## src/rtl/mux_8_1_rr_sched_if.sv

```systemverilog
// Bus bundle between the round-robin scheduler, the sources, mux_8_1 and
// the downstream consumer. The master side is the scheduler itself; the
// slave side is everything around it (sources, mux, consumer).
interface mux_8_1_rr_sched_if #(
  parameter int DATA_W = 8,
  parameter int N_CH   = 8
);

  logic [N_CH-1:0]   req;
  logic [N_CH-1:0]   ack;
  logic [2:0]        sel;
  logic [DATA_W-1:0] mux_y;
  logic [DATA_W-1:0] out_data;
  logic [2:0]        out_chan;
  logic              out_valid;
  logic              out_ready;

  modport master (
    input  req,
    output ack,
    output sel,
    input  mux_y,
    output out_data,
    output out_chan,
    output out_valid,
    input  out_ready
  );

  modport slave (
    output req,
    input  ack,
    input  sel,
    output mux_y,
    input  out_data,
    input  out_chan,
    input  out_valid,
    output out_ready
  );

endinterface

```

## src/rtl/mux_8_1_rr_sched.sv

```systemverilog
// Round-robin scheduler wrapped around an 8:1 mux. It picks one requesting
// source, drives the mux select, captures the mux output one cycle later
// together with the channel tag, acknowledges the source and holds the word
// on a valid/ready output until the consumer takes it.
module mux_8_1_rr_sched #(
  parameter int DATA_W = 8,
  parameter int N_CH   = 8
) (
  input  logic               clk,
  input  logic               rst,
  mux_8_1_rr_sched_if.master bus
);

  localparam logic [1:0] ST_IDLE   = 2'd0;
  localparam logic [1:0] ST_SETTLE = 2'd1;
  localparam logic [1:0] ST_HOLD   = 2'd2;

  logic [1:0]        state_q,     state_d;
  logic [2:0]        sel_q,       sel_d;
  logic [2:0]        ptr_q,       ptr_d;
  logic [N_CH-1:0]   ack_q,       ack_d;
  logic [DATA_W-1:0] out_data_q,  out_data_d;
  logic [2:0]        out_chan_q,  out_chan_d;
  logic              out_valid_q, out_valid_d;

  logic              win_found;
  logic [2:0]        win_idx;
  logic [2:0]        cand;

  // Rotating priority search: first requesting channel at or after ptr, wrapping at 8.
  always_comb begin
    win_found = 1'b0;
    win_idx   = '0;
    cand      = '0;
    for (int i = 0; i < N_CH; i++) begin
      cand = ptr_q + 3'(i);
      if (!win_found && bus.req[cand]) begin
        win_found = 1'b1;
        win_idx   = cand;
      end
    end
  end

  // Next-state logic: IDLE grants, SETTLE captures and acks, HOLD waits for the handshake.
  always_comb begin
    state_d     = state_q;
    sel_d       = sel_q;
    ptr_d       = ptr_q;
    ack_d       = '0;
    out_data_d  = out_data_q;
    out_chan_d  = out_chan_q;
    out_valid_d = out_valid_q;
    case (state_q)
      ST_IDLE: begin
        if (win_found) begin
          sel_d   = win_idx;
          state_d = ST_SETTLE;
        end
      end
      ST_SETTLE: begin
        out_data_d     = bus.mux_y;
        out_chan_d     = sel_q;
        out_valid_d    = 1'b1;
        ack_d[sel_q]   = 1'b1;
        ptr_d          = sel_q + 3'd1;
        state_d        = ST_HOLD;
      end
      ST_HOLD: begin
        if (out_valid_q && bus.out_ready) begin
          out_valid_d = 1'b0;
          state_d     = ST_IDLE;
        end
      end
      default: begin
        state_d = ST_IDLE;
      end
    endcase
  end

  // State registers with synchronous reset that overrides everything else.
  always_ff @(posedge clk) begin
    if (rst) begin
      state_q     <= ST_IDLE;
      sel_q       <= '0;
      ptr_q       <= '0;
      ack_q       <= '0;
      out_data_q  <= '0;
      out_chan_q  <= '0;
      out_valid_q <= 1'b0;
    end else begin
      state_q     <= state_d;
      sel_q       <= sel_d;
      ptr_q       <= ptr_d;
      ack_q       <= ack_d;
      out_data_q  <= out_data_d;
      out_chan_q  <= out_chan_d;
      out_valid_q <= out_valid_d;
    end
  end

  // Sanity check: at most one source is ever acknowledged at a time.
  always_ff @(posedge clk) begin
    if (!rst) begin
      assert ($onehot0(ack_q));
    end
  end

  assign bus.sel       = sel_q;
  assign bus.ack       = ack_q;
  assign bus.out_data  = out_data_q;
  assign bus.out_chan  = out_chan_q;
  assign bus.out_valid = out_valid_q;

endmodule

```

## src/flat_wrapper.sv

```systemverilog
// flat-port wrapper written by rule: the top's interface ports become plain ports
module mux_8_1_rr_sched_flat 
#(
  parameter int DATA_W = 8,
  parameter int N_CH   = 8
)
  (clk, rst, bus_req, bus_ack, bus_sel, bus_mux_y, bus_out_data, bus_out_chan, bus_out_valid, bus_out_ready);
  mux_8_1_rr_sched_if #(.DATA_W(DATA_W), .N_CH(N_CH)) bus_i ();
  input  logic clk;
  input  logic rst;
  input wire logic [$bits(bus_i.req)-1:0] bus_req;
  output wire logic [$bits(bus_i.ack)-1:0] bus_ack;
  output wire logic [$bits(bus_i.sel)-1:0] bus_sel;
  input wire logic [$bits(bus_i.mux_y)-1:0] bus_mux_y;
  output wire logic [$bits(bus_i.out_data)-1:0] bus_out_data;
  output wire logic [$bits(bus_i.out_chan)-1:0] bus_out_chan;
  output wire logic [$bits(bus_i.out_valid)-1:0] bus_out_valid;
  input wire logic [$bits(bus_i.out_ready)-1:0] bus_out_ready;
  assign bus_i.req = bus_req;
  assign bus_ack = bus_i.ack;
  assign bus_sel = bus_i.sel;
  assign bus_i.mux_y = bus_mux_y;
  assign bus_out_data = bus_i.out_data;
  assign bus_out_chan = bus_i.out_chan;
  assign bus_out_valid = bus_i.out_valid;
  assign bus_i.out_ready = bus_out_ready;
  mux_8_1_rr_sched #(.DATA_W(DATA_W), .N_CH(N_CH)) u_core (.clk(clk), .rst(rst), .bus(bus_i));
endmodule
```

## config.mk

```make
export PLATFORM = sky130hd
export DESIGN_NAME = mux_8_1_rr_sched_flat
export DESIGN_NICKNAME = d
export VERILOG_FILES = /design/src/rtl/mux_8_1_rr_sched_if.sv /design/src/rtl/mux_8_1_rr_sched.sv /design/src/flat_wrapper.sv
export SDC_FILE = /design/constraint.sdc
export NUM_CORES = 1
export LEC_CHECK = 0
export ABC_AREA = 1
export CORE_MARGIN = 5
export CORE_UTILIZATION = 52
export DETAILED_ROUTE_END_ITERATION = 8
export MAX_ROUTING_LAYER = met4
export PLACE_DENSITY_LB_ADDON = 0.05
export RECOVER_POWER = 50
export SYNTH_ARGS = -nofsm -noshare
export SYNTH_HDL_FRONTEND = slang
export SYNTH_SLANG_ARGS = --single-unit
```

## constraint.sdc

```tcl
create_clock -name clk -period 6.8 [get_ports clk]
set_clock_uncertainty 0.05 [all_clocks]
set_input_delay 1.7 -clock clk [delete_from_list [all_inputs] [get_ports clk]]
set_output_delay 1.7 -clock clk [all_outputs]
set_load 0.01 [all_outputs]
```

==> qor.csv, run 1 <==
metric;value;unit
outcome;finished clean;
power_switching;0.254;mW
dp_hpwl;2940;microns
nNetsFinal;302;
highest_layer;met4;
grt_overflow_total;0;
grt_max_degree;22;
setup-violations-final;0;
worstSetupStartpointType;input port;
vias;1656;
vias_per_cell;5.13;
worst-setup-path-type;in -> reg;
dieArea;4400;sq um
finalCritPeriodShare;47.6;%
vdd_drop_max;168;uV
worstReg2RegEnd;u_core.bus.sel[1];
p_seq_share;36.8;%
worstPathRequired;6980;ps
cts-root-buf;clkbuf_4;
final_common_cell;nand2_1;
final-max-slew-violation-count;0;
drv_cap;0;
clk_pin_slew_worst_paths;140;ps
clockBufferDepth;2;
fp.coreArea;3050;sq um
die_x;66.3;microns
row_count;20;
power_per_cell_area;277;nW/um^2
r2r_cells;14;
combPwrFrac;49.8;%
min_to;u_core.bus.out_chan[1];
syn-num-nets;262;
num_antenna_cells;0;
ys_ff_latch;28;
wire_per_inst;11.7;microns
design_area;2110;sq um
cts_buffers;3;
htreeDepth;1;
clock_latency;320;ps
clock-sinks;28;
syn-cell-area;1650;sq um
wl_met1;1840;microns
maxSlewHeadroom;68.0;%
wl;3770;microns
io_buffers;41;
placed_cells;319;
ys_warn_count;0;
cts_setup_buffers;0;
cts_tree;yes;
die_height;66.3;microns
intPower;0.330;mW
end_kind;register;
ctsHoldBuffers;0;
yosysUniqueCellTypes;33;
wl_met2;1610;microns
ios;42;
setup_tns;0;ps
layout_common_cells;nand2_1 (59), nor2_1 (36), clkdlybuf4s50_1 (31);
grt_pass1_wl;6550;microns
area_growth;27.9;%
worstMarginPinSlew;479;ps
rsz0062_at_grt;false;
grt.total_usage;19.3;%
arrival;3420;ps
instances_no_fill;323;
p_sw_share;43.5;%
wl_met3;294;microns
layout-drive-gt1-share;10.0;%
regToRegSetupSlack;3970;ps
hold_depth;2;
grt_pass1_vias;1462;
max_freq;309;MHz
reg2reg_from;u_core.ptr_q[1];
start_util;54.1;%
hold_path_class;reg -> reg;
place.gp.congestion;0.979;
min_from;u_core.bus.out_chan[1];
first_pass_iters;4;
drtIter0Drc;147;
syn_inst;240;
power.leakage;0.950;nW
finalHoldViolations;0;
cts_resized;0;
drc;0;
syn_area_per_cell;6.88;sq um
critPathMaxFanout;4;
yosysSeqAreaShare;34.0;%
clockPowerShare;13.4;%
antenna_found_initial;0;
layout_min_cycle_time;3240;ps
place_area;2070;sq um
ant_nets;0;
==> cell usage after synthesis <==
| library cell | count | area [sq um] |
|---|---|---|
| a211oi_1 | 2 | 15.0 |
| a21oi_1 | 6 | 30.0 |
| a21oi_2 | 1 | 8.76 |
| a31oi_1 | 1 | 6.26 |
| a31oi_2 | 1 | 12.5 |
| buf_6 | 3 | 33.8 |
| clkbuf_1 | 4 | 15.0 |
| clkinv_1 | 2 | 7.51 |
| clkinv_2 | 1 | 5.00 |
| dfxtp_1 | 28 | 561 |
| ha_1 | 3 | 37.5 |
| inv_1 | 14 | 52.6 |
| inv_2 | 6 | 22.5 |
| nand2_1 | 59 | 221 |
| nand2_2 | 2 | 12.5 |
| nand2_4 | 1 | 11.3 |
| nand3_1 | 29 | 145 |
| nand3_2 | 5 | 50.1 |
| nand3b_1 | 1 | 7.51 |
| nand4_1 | 1 | 6.26 |
| nand4_4 | 1 | 21.3 |
| nor2_1 | 36 | 135 |
| nor2_4 | 2 | 22.5 |
| nor3_1 | 2 | 10.0 |
| nor4_1 | 8 | 50.1 |
| o21a_1 | 1 | 7.51 |
| o21ai_0 | 13 | 65.1 |
| o21bai_1 | 1 | 7.51 |
| o221a_2 | 1 | 11.3 |
| xnor2_1 | 2 | 17.5 |
| xnor2_2 | 1 | 16.3 |
| xor2_1 | 1 | 8.76 |
| xor2_2 | 1 | 16.3 |
==> flip-flops by register name, summed over array words and instances (netlist names) <==
register,flops
u_core.bus.ack,8
u_core.bus.out_chan,3
u_core.bus.out_data,8
u_core.bus.out_valid,1
u_core.bus.sel,3
u_core.ptr_q,3
u_core.state_q,2
==> through the flow <==
stage	hold WS, ps	util (%)	power, mW	worst slack, ps
finish	460	69.1	0.584	3560
floorplan	461	-	0.421	3870
CTS	471	69.1	0.585	3590
detailed placement	444	68.0	0.507	3240
global route	486	69.1	0.632	3390
global placement	440	68.0	0.505	3270
==> kinds of logic after synthesis <==
family          count (synthesis)  share of synthesized area [%]
buf+inv                        30                           8.26
xor+xnor                        5                           3.56
simple gates                  147                           42.0
flops                          28                           34.0
fa+ha+maj                       3                           2.27
compound gates                 27                           9.93
==> layout make-up <==
cell class	count	area (sq um)
clock buffer	4	36.3
fill	264	942
inverter	23	87.6
multi-input combinational	182	953
sequential	28	561
tap	44	55.1
timing repair buffer	42	418
==> power by group through the flow <==
| stage | clock network, mW | registers [mW] | logic (mW) |
|---|---|---|---|
| global placement | 0 | 0.218 | 0.287 |
| detailed placement | 0 | 0.218 | 0.289 |
| floorplan | 0 | 0.212 | 0.208 |
| CTS | 0.0808 | 0.215 | 0.290 |
| global route | 0.0876 | 0.219 | 0.326 |
| finish | 0.0781 | 0.215 | 0.291 |
==> worst max path at each step <==
stage                           from                end
after floorplan           bus_req[3]  u_core.bus.sel[0]
after global placement    bus_req[1]  u_core.bus.sel[2]
after detailed placement  bus_req[4]  u_core.bus.sel[1]
after CTS                 bus_req[4]  u_core.bus.sel[1]
after global routing      bus_req[7]  u_core.bus.sel[2]
final                     bus_req[7]  u_core.bus.sel[2]
==> worst max-delay path, cell delays in order <==
cell             delay, ps
clkdlybuf4s50_1        420
nand2_1                100
nand3_1                 90
nand2_1                 90
nand2_1                 60
nand2_1                180
inv_1                   90
nand2_1                110
nor2_1                  50
nor2_1                 160
nand3_1                 90
nor2_1                  90
nand3_1                 80
nand2_1                 60
nand2_1                 40
==> routing by layer <==
layer / vias up / global-route usage [%]
met5: - / -
met4: 0 / 3.81
met3: 5 / 4.42
met2: 53 / 27.6
met1: 735 / 27.7
li1: 863 / -
(Power assumes the default switching activity.)
==> run 2: changes to the inputs <==
--- a/config.mk
+++ b/config.mk
@@ -7,7 +7,7 @@
 export LEC_CHECK = 0
 export ABC_AREA = 1
 export CORE_MARGIN = 5
-export CORE_UTILIZATION = 52
+export CORE_UTILIZATION = 44
 export DETAILED_ROUTE_END_ITERATION = 8
 export MAX_ROUTING_LAYER = met4
 export PLACE_DENSITY_LB_ADDON = 0.05
==> constraint.sdc (replaced) <==
create_clock -name clk -period 2.85 [get_ports clk]
set_clock_uncertainty 0.05 [all_clocks]
set_input_delay 0.7125 -clock clk [delete_from_list [all_inputs] [get_ports clk]]
set_output_delay 0.7125 -clock clk [all_outputs]
set_load 0.01 [all_outputs]
==> run 2 against run 1 <==
Die area rose by 15%. Wire length up 3.0%. Sequential cell count is the same. Via count up 0.42%. Combinational power increased to 2.5 times the previous value. Count of clock-buffer cells in the layout fell by 1. Global-route usage fell by 3.1 points. Cell count grew 3.4%. Final area rose by 4.2%. Clock power increased to 3.9 times the previous value. Largest cell class unchanged. Largest power group unchanged. Highest routed layer unchanged.
==> qor.csv, run 2 (synthesized netlist as in run 1, its figures left out) <==
metric;value;unit
drc;0;
clockPowerShare;19.6;%
worst-setup-path-type;in -> reg;
end_kind;register;
power_switching;0.614;mW
ant_nets;0;
worstSetupStartpointType;input port;
cts_resized;0;
regToRegSetupSlack;620;ps
die_height;71.2;microns
finalHoldViolations;0;
arrival;2360;ps
num_antenna_cells;0;
ctsHoldBuffers;0;
vias_per_cell;4.98;
start_util;45.1;%
outcome;finished clean;
antenna_found_initial;0;
intPower;0.924;mW
vias;1663;
setup_ws;612;ps
reg2reg_from;u_core.ptr_q[0];
r2r_cells;14;
dieArea;5080;sq um
setup_tns;0;ps
setup-violations-final;0;
htreeDepth;1;
maxSlewHeadroom;58.9;%
drtIter0Drc;91;
layout_common_cells;nand2_1 (59), clkdlybuf4s50_1 (37), nor2_1 (36);
grt_pass1_vias;1526;
grt_max_degree;17;
rsz0062_at_grt;false;
final_common_cell;nand2_1;
nNetsFinal;309;
clockBufferDepth;2;
drv_cap;0;
p_seq_share;32.2;%
layout-drive-gt1-share;11.9;%
worstReg2RegEnd;u_core.bus.sel[0];
final-max-slew-violation-count;0;
finalCritPeriodShare;78.5;%
max_freq;447;MHz
power.leakage;0.974;nW
place.gp.congestion;0.859;
row_count;22;
cts_buffers;3;
hold_path_class;reg -> reg;
nFillCells;364;
dp_hpwl;3080;microns
wire_per_inst;11.6;microns
instances_no_fill;334;
first_pass_iters;4;
dp_slack;314;ps
die_x;71.2;microns
power_per_cell_area;699;nW/um^2
grt_overflow_total;0;
cts-root-buf;clkbuf_8;
wl;3880;microns
min_to;u_core.bus.out_chan[2];
worstPathRequired;2970;ps
min_from;u_core.bus.out_chan[2];
fp.coreArea;3660;sq um
clock_latency;270;ps
p_sw_share;39.9;%
area_growth;33.3;%
hold_depth;2;
grt_pass1_wl;6600;microns
design_area;2200;sq um
vdd_drop_max;403;uV
grt.total_usage;16.1;%
combPwrFrac;48.2;%
clk_pin_slew_worst_paths;90;ps
io_buffers;41;
ios;42;
placed_cells;330;
layout_min_cycle_time;2240;ps
critPathMaxFanout;6;
cts_tree;yes;
place_area;2130;sq um
worstMarginPinSlew;615;ps
final_core_util;60.1;%
clock-sinks;28;
cts_setup_buffers;0;
-- run 2: changes by cell type in the layout (fill, tap and decap cells not counted), sizes merged --
cell           delta
bufinv            +1
clkdlybuf4s50     +6
buf               +6
dlygate4sd3       -6
-- run 2: cell type report --
class	instances	area [sq um]	area share (%)
multi-input cells	182	953	43.3
clock buffers	3	41.3	1.88
flip-flops and latches	28	561	25.5
repair buffers	49	467	21.2
clock inverters	1	30.0	1.37
well taps	48	60.1	2.73
inverters	23	87.6	3.98
-- run 2: worst max-delay path by stage --
stage / start / endpoint / slack [ps] / cells after the start
detailed placement: bus_req[3] / u_core.bus.sel[0] / 310 / 13
global placement: bus_req[2] / u_core.bus.sel[2] / 340 / 13
finish: bus_req[3] / u_core.bus.sel[0] / 610 / 13
global route: u_core.ptr_q[1] / u_core.bus.sel[0] / 380 / 14
CTS: u_core.ptr_q[0] / u_core.bus.sel[0] / 610 / 14
floorplan: u_core.ptr_q[1] / u_core.bus.sel[0] / 680 / 15
-- run 2: metal layers --
metal | vias to the layer above | track usage, % | share of wire (%)
met3 | 2 | 2.95 | 5.9
li1 | 882 | - | -
met1 | 736 | 22.2 | 49
met4 | 0 | 2.51 | 0.57
met2 | 43 | 25.2 | 45
met5 | - | - | 0
-- run 2: critical path: stages --
cell             delay [ps]
clkdlybuf4s50_1         430
nand2_1                 100
nand3_1                 110
nand3_2                 110
nand2_4                  80
nor2_4                  150
nand4_4                 120
nor2_4                  170
nand3_2                  90
nand2_2                 120
nand2_1                  50
nand2_1                  70
a21oi_2                  30
-- run 2: through the flow --
stage / hold WS [ps] / power [mW]
2_1_floorplan: 461 / 1.00
3_3_place_gp: 439 / 1.24
3_5_place_dp: 444 / 1.25
4_1_cts: 461 / 1.55
5_1_grt: 499 / 1.66
6_report: 458 / 1.54
-- run 2: power groups by stage --
stage	sequential (mW)	combinational, mW	clock (mW)
3_5_place_dp	0.506	0.739	0
6_report	0.496	0.740	0.301
5_1_grt	0.506	0.831	0.327
3_3_place_gp	0.505	0.737	0
4_1_cts	0.497	0.743	0.315
2_1_floorplan	0.506	0.497	0
==> run 3: changes to the inputs <==
==> constraint.sdc (replaced) <==
create_clock -name clk -period 1.9 [get_ports clk]
set_clock_uncertainty 0.05 [all_clocks]
set_input_delay 0.475 -clock clk [delete_from_list [all_inputs] [get_ports clk]]
set_output_delay 0.475 -clock clk [all_outputs]
set_load 0.01 [all_outputs]
==> run 3 against run 2 <==
Worst setup slack lost 730 ps. Worst hold slack lost 9.5 ps. Highest routed layer unchanged. The run now ends with negative setup slack left. Final area grew 14%. Critical path depth is the same. Total power grew 65%. Sequential share of layout area shrank 2.8 points. Wire length grew 7.7%. Cell count grew 6.6%. Via count grew 4.8%. Largest cell class unchanged. Largest power group unchanged. Core utilization grew 8.2 points. First-iteration DRC count shrank 9.9%.
==> qor.csv, run 3 (synthesized netlist as in run 1, its figures left out) <==
metric;value;unit
outcome;complete, but fails checks;
setup_ws;-120;ps
area_growth;51.5;%
place_area;2360;sq um
start_util;45.1;%
die_x;71.2;microns
drc;0;
critPathMaxFanout;6;
cp_top_family;simple AND/OR/NAND/NOR gates;
drv_cap;0;
wl;4180;microns
grtUsageMet1;25.6;%
first_pass_iters;4;
cts_buffers;3;
vias_per_cell;4.90;
worstPathRequired;2020;ps
multi_input_area;1070;sq um
die_height;71.2;microns
grt_use_met3;3.37;%
ios;42;
hold_path_class;reg -> reg;
place.gp.congestion;1.01;
fp.coreArea;3660;sq um
nNetsFinal;331;
cp_num_buf_inv;1;
layout_min_cycle_time;2020;ps
dp_slack;-391;ps
htreeDepth;1;
finalHoldViolations;0;
vias;1743;
grt_pass1_wl;6910;microns
slowest_delay;420;ps
clockBufferDepth;2;
cts_tree;yes;
layout-drive-gt1-share;26.0;%
num_antenna_cells;0;
io_buffers;41;
top_usage_layer;met1;
drtIter0Drc;82;
power.leakage;1.10;nW
worst-setup-path-type;in -> reg;
violations;negative setup slack;
finalCritPeriodShare;106;%
grt_overflow_total;0;
ant_nets;0;
nFillCells;318;
antenna_found_initial;0;
wire_per_inst;11.7;microns
clock-sinks;28;
cp_common_cell;nand2_1;
grt_pass1_vias;1494;
grt_max_degree;22;
maxSlewHeadroom;80.5;%
max_freq;495;MHz
cts-root-buf;clkbuf_8;
arrival;2140;ps
worstMarginPinSlew;292;ps
row_count;22;
layout_common_cells;nand2_1 (52), clkdlybuf4s50_1 (41), nor2_1 (35);
power_per_cell_area;1020;nW/um^2
dp_hpwl;3220;microns
design_area;2500;sq um
crit_slowest_cell;clkdlybuf4s50_1;
worstSetupStartpointType;input port;
clk_pin_slew_worst_paths;90;ps
grt.total_usage;17.1;%
dieArea;5080;sq um
seqCellArea;568;sq um
setup-violations-final;3;
rsz0062_at_grt;true;
vdd_drop_max;655;uV
instances_no_fill;356;
end_kind;register;
final_common_cell;nand2_1;
clock_latency;270;ps
use_met2;24.2;%
cp_cell_sequence;clkdlybuf4s50_1 > nand2_1 > nand3_1 > nand3_2 > nand2_4 > nor2_4 > nand4_4 > nor2_4 > nand3_2 > nand2_2 > nand2_1 > nand2_1 > a21oi_2;
final-max-slew-violation-count;0;
placed_cells;350;
-- run 3: through the flow --
| step | power, mW | util (%) | hold slack (ps) | TNS [ps] |
|---|---|---|---|---|
| 5_1_grt | 2.73 | 68.3 | 498 | -862 |
| 6_report | 2.54 | 68.3 | 449 | -308 |
| 4_1_cts | 2.51 | 67.2 | 453 | -216 |
| 2_1_floorplan | 1.56 | - | 461 | -194 |
| 3_3_place_gp | 2.10 | 64.5 | 437 | -1340 |
| 3_5_place_dp | 2.10 | 64.5 | 444 | -1410 |
-- run 3: path summary, 6_finish.rpt --
kind                               start                      to  slack (ps)  cells past startpoint
setup / recovery              bus_req[1]       u_core.bus.sel[0]        -120                     13
hold / removal    u_core.bus.out_chan[2]  u_core.bus.out_chan[2]         450                      2
setup reg to reg         u_core.ptr_q[1]       u_core.bus.sel[0]        -120                     13
hold reg to reg   u_core.bus.out_chan[2]  u_core.bus.out_chan[2]         450                      2
-- run 3: cell type report --
type	instances	share of cell area [%]
tap	48	2.40
inverter	23	3.85
sequential	28	22.7
clock buffer	4	2.20
multi-input combinational	182	42.9
timing repair buffer	71	25.9
-- run 3: repair_timing --
item	CTS	global route
setup endpoints to repair	4	5
cloned	0	0
pin swaps	6	7
buffers inserted	2	0
hold buffers	0	0
resized for setup	11	7
-- run 3: metal layers --
metal,routed length [microns],up-vias
li1,-,929
met3,218,2
met4,22,0
met1,2130,768
met2,1800,44
met5,0,-
-- run 3: worst register-to-register path, cell delays in order (launching register included) --
cell	delay (ps)
dfxtp_4	380
clkinv_4	60
ha_4	330
nand3_2	140
nand3_2	100
nand2_2	70
nor2_4	130
nand4_4	100
nor2_4	170
nand3_2	120
nand2_2	100
nand2_1	50
nand2_1	80
a21oi_2	30
-- run 3: report_power, final --
group,switching [mW],internal (mW)
Clock,0.170,0.185
Combinational,0.799,0.664
Sequential,0.0543,0.667
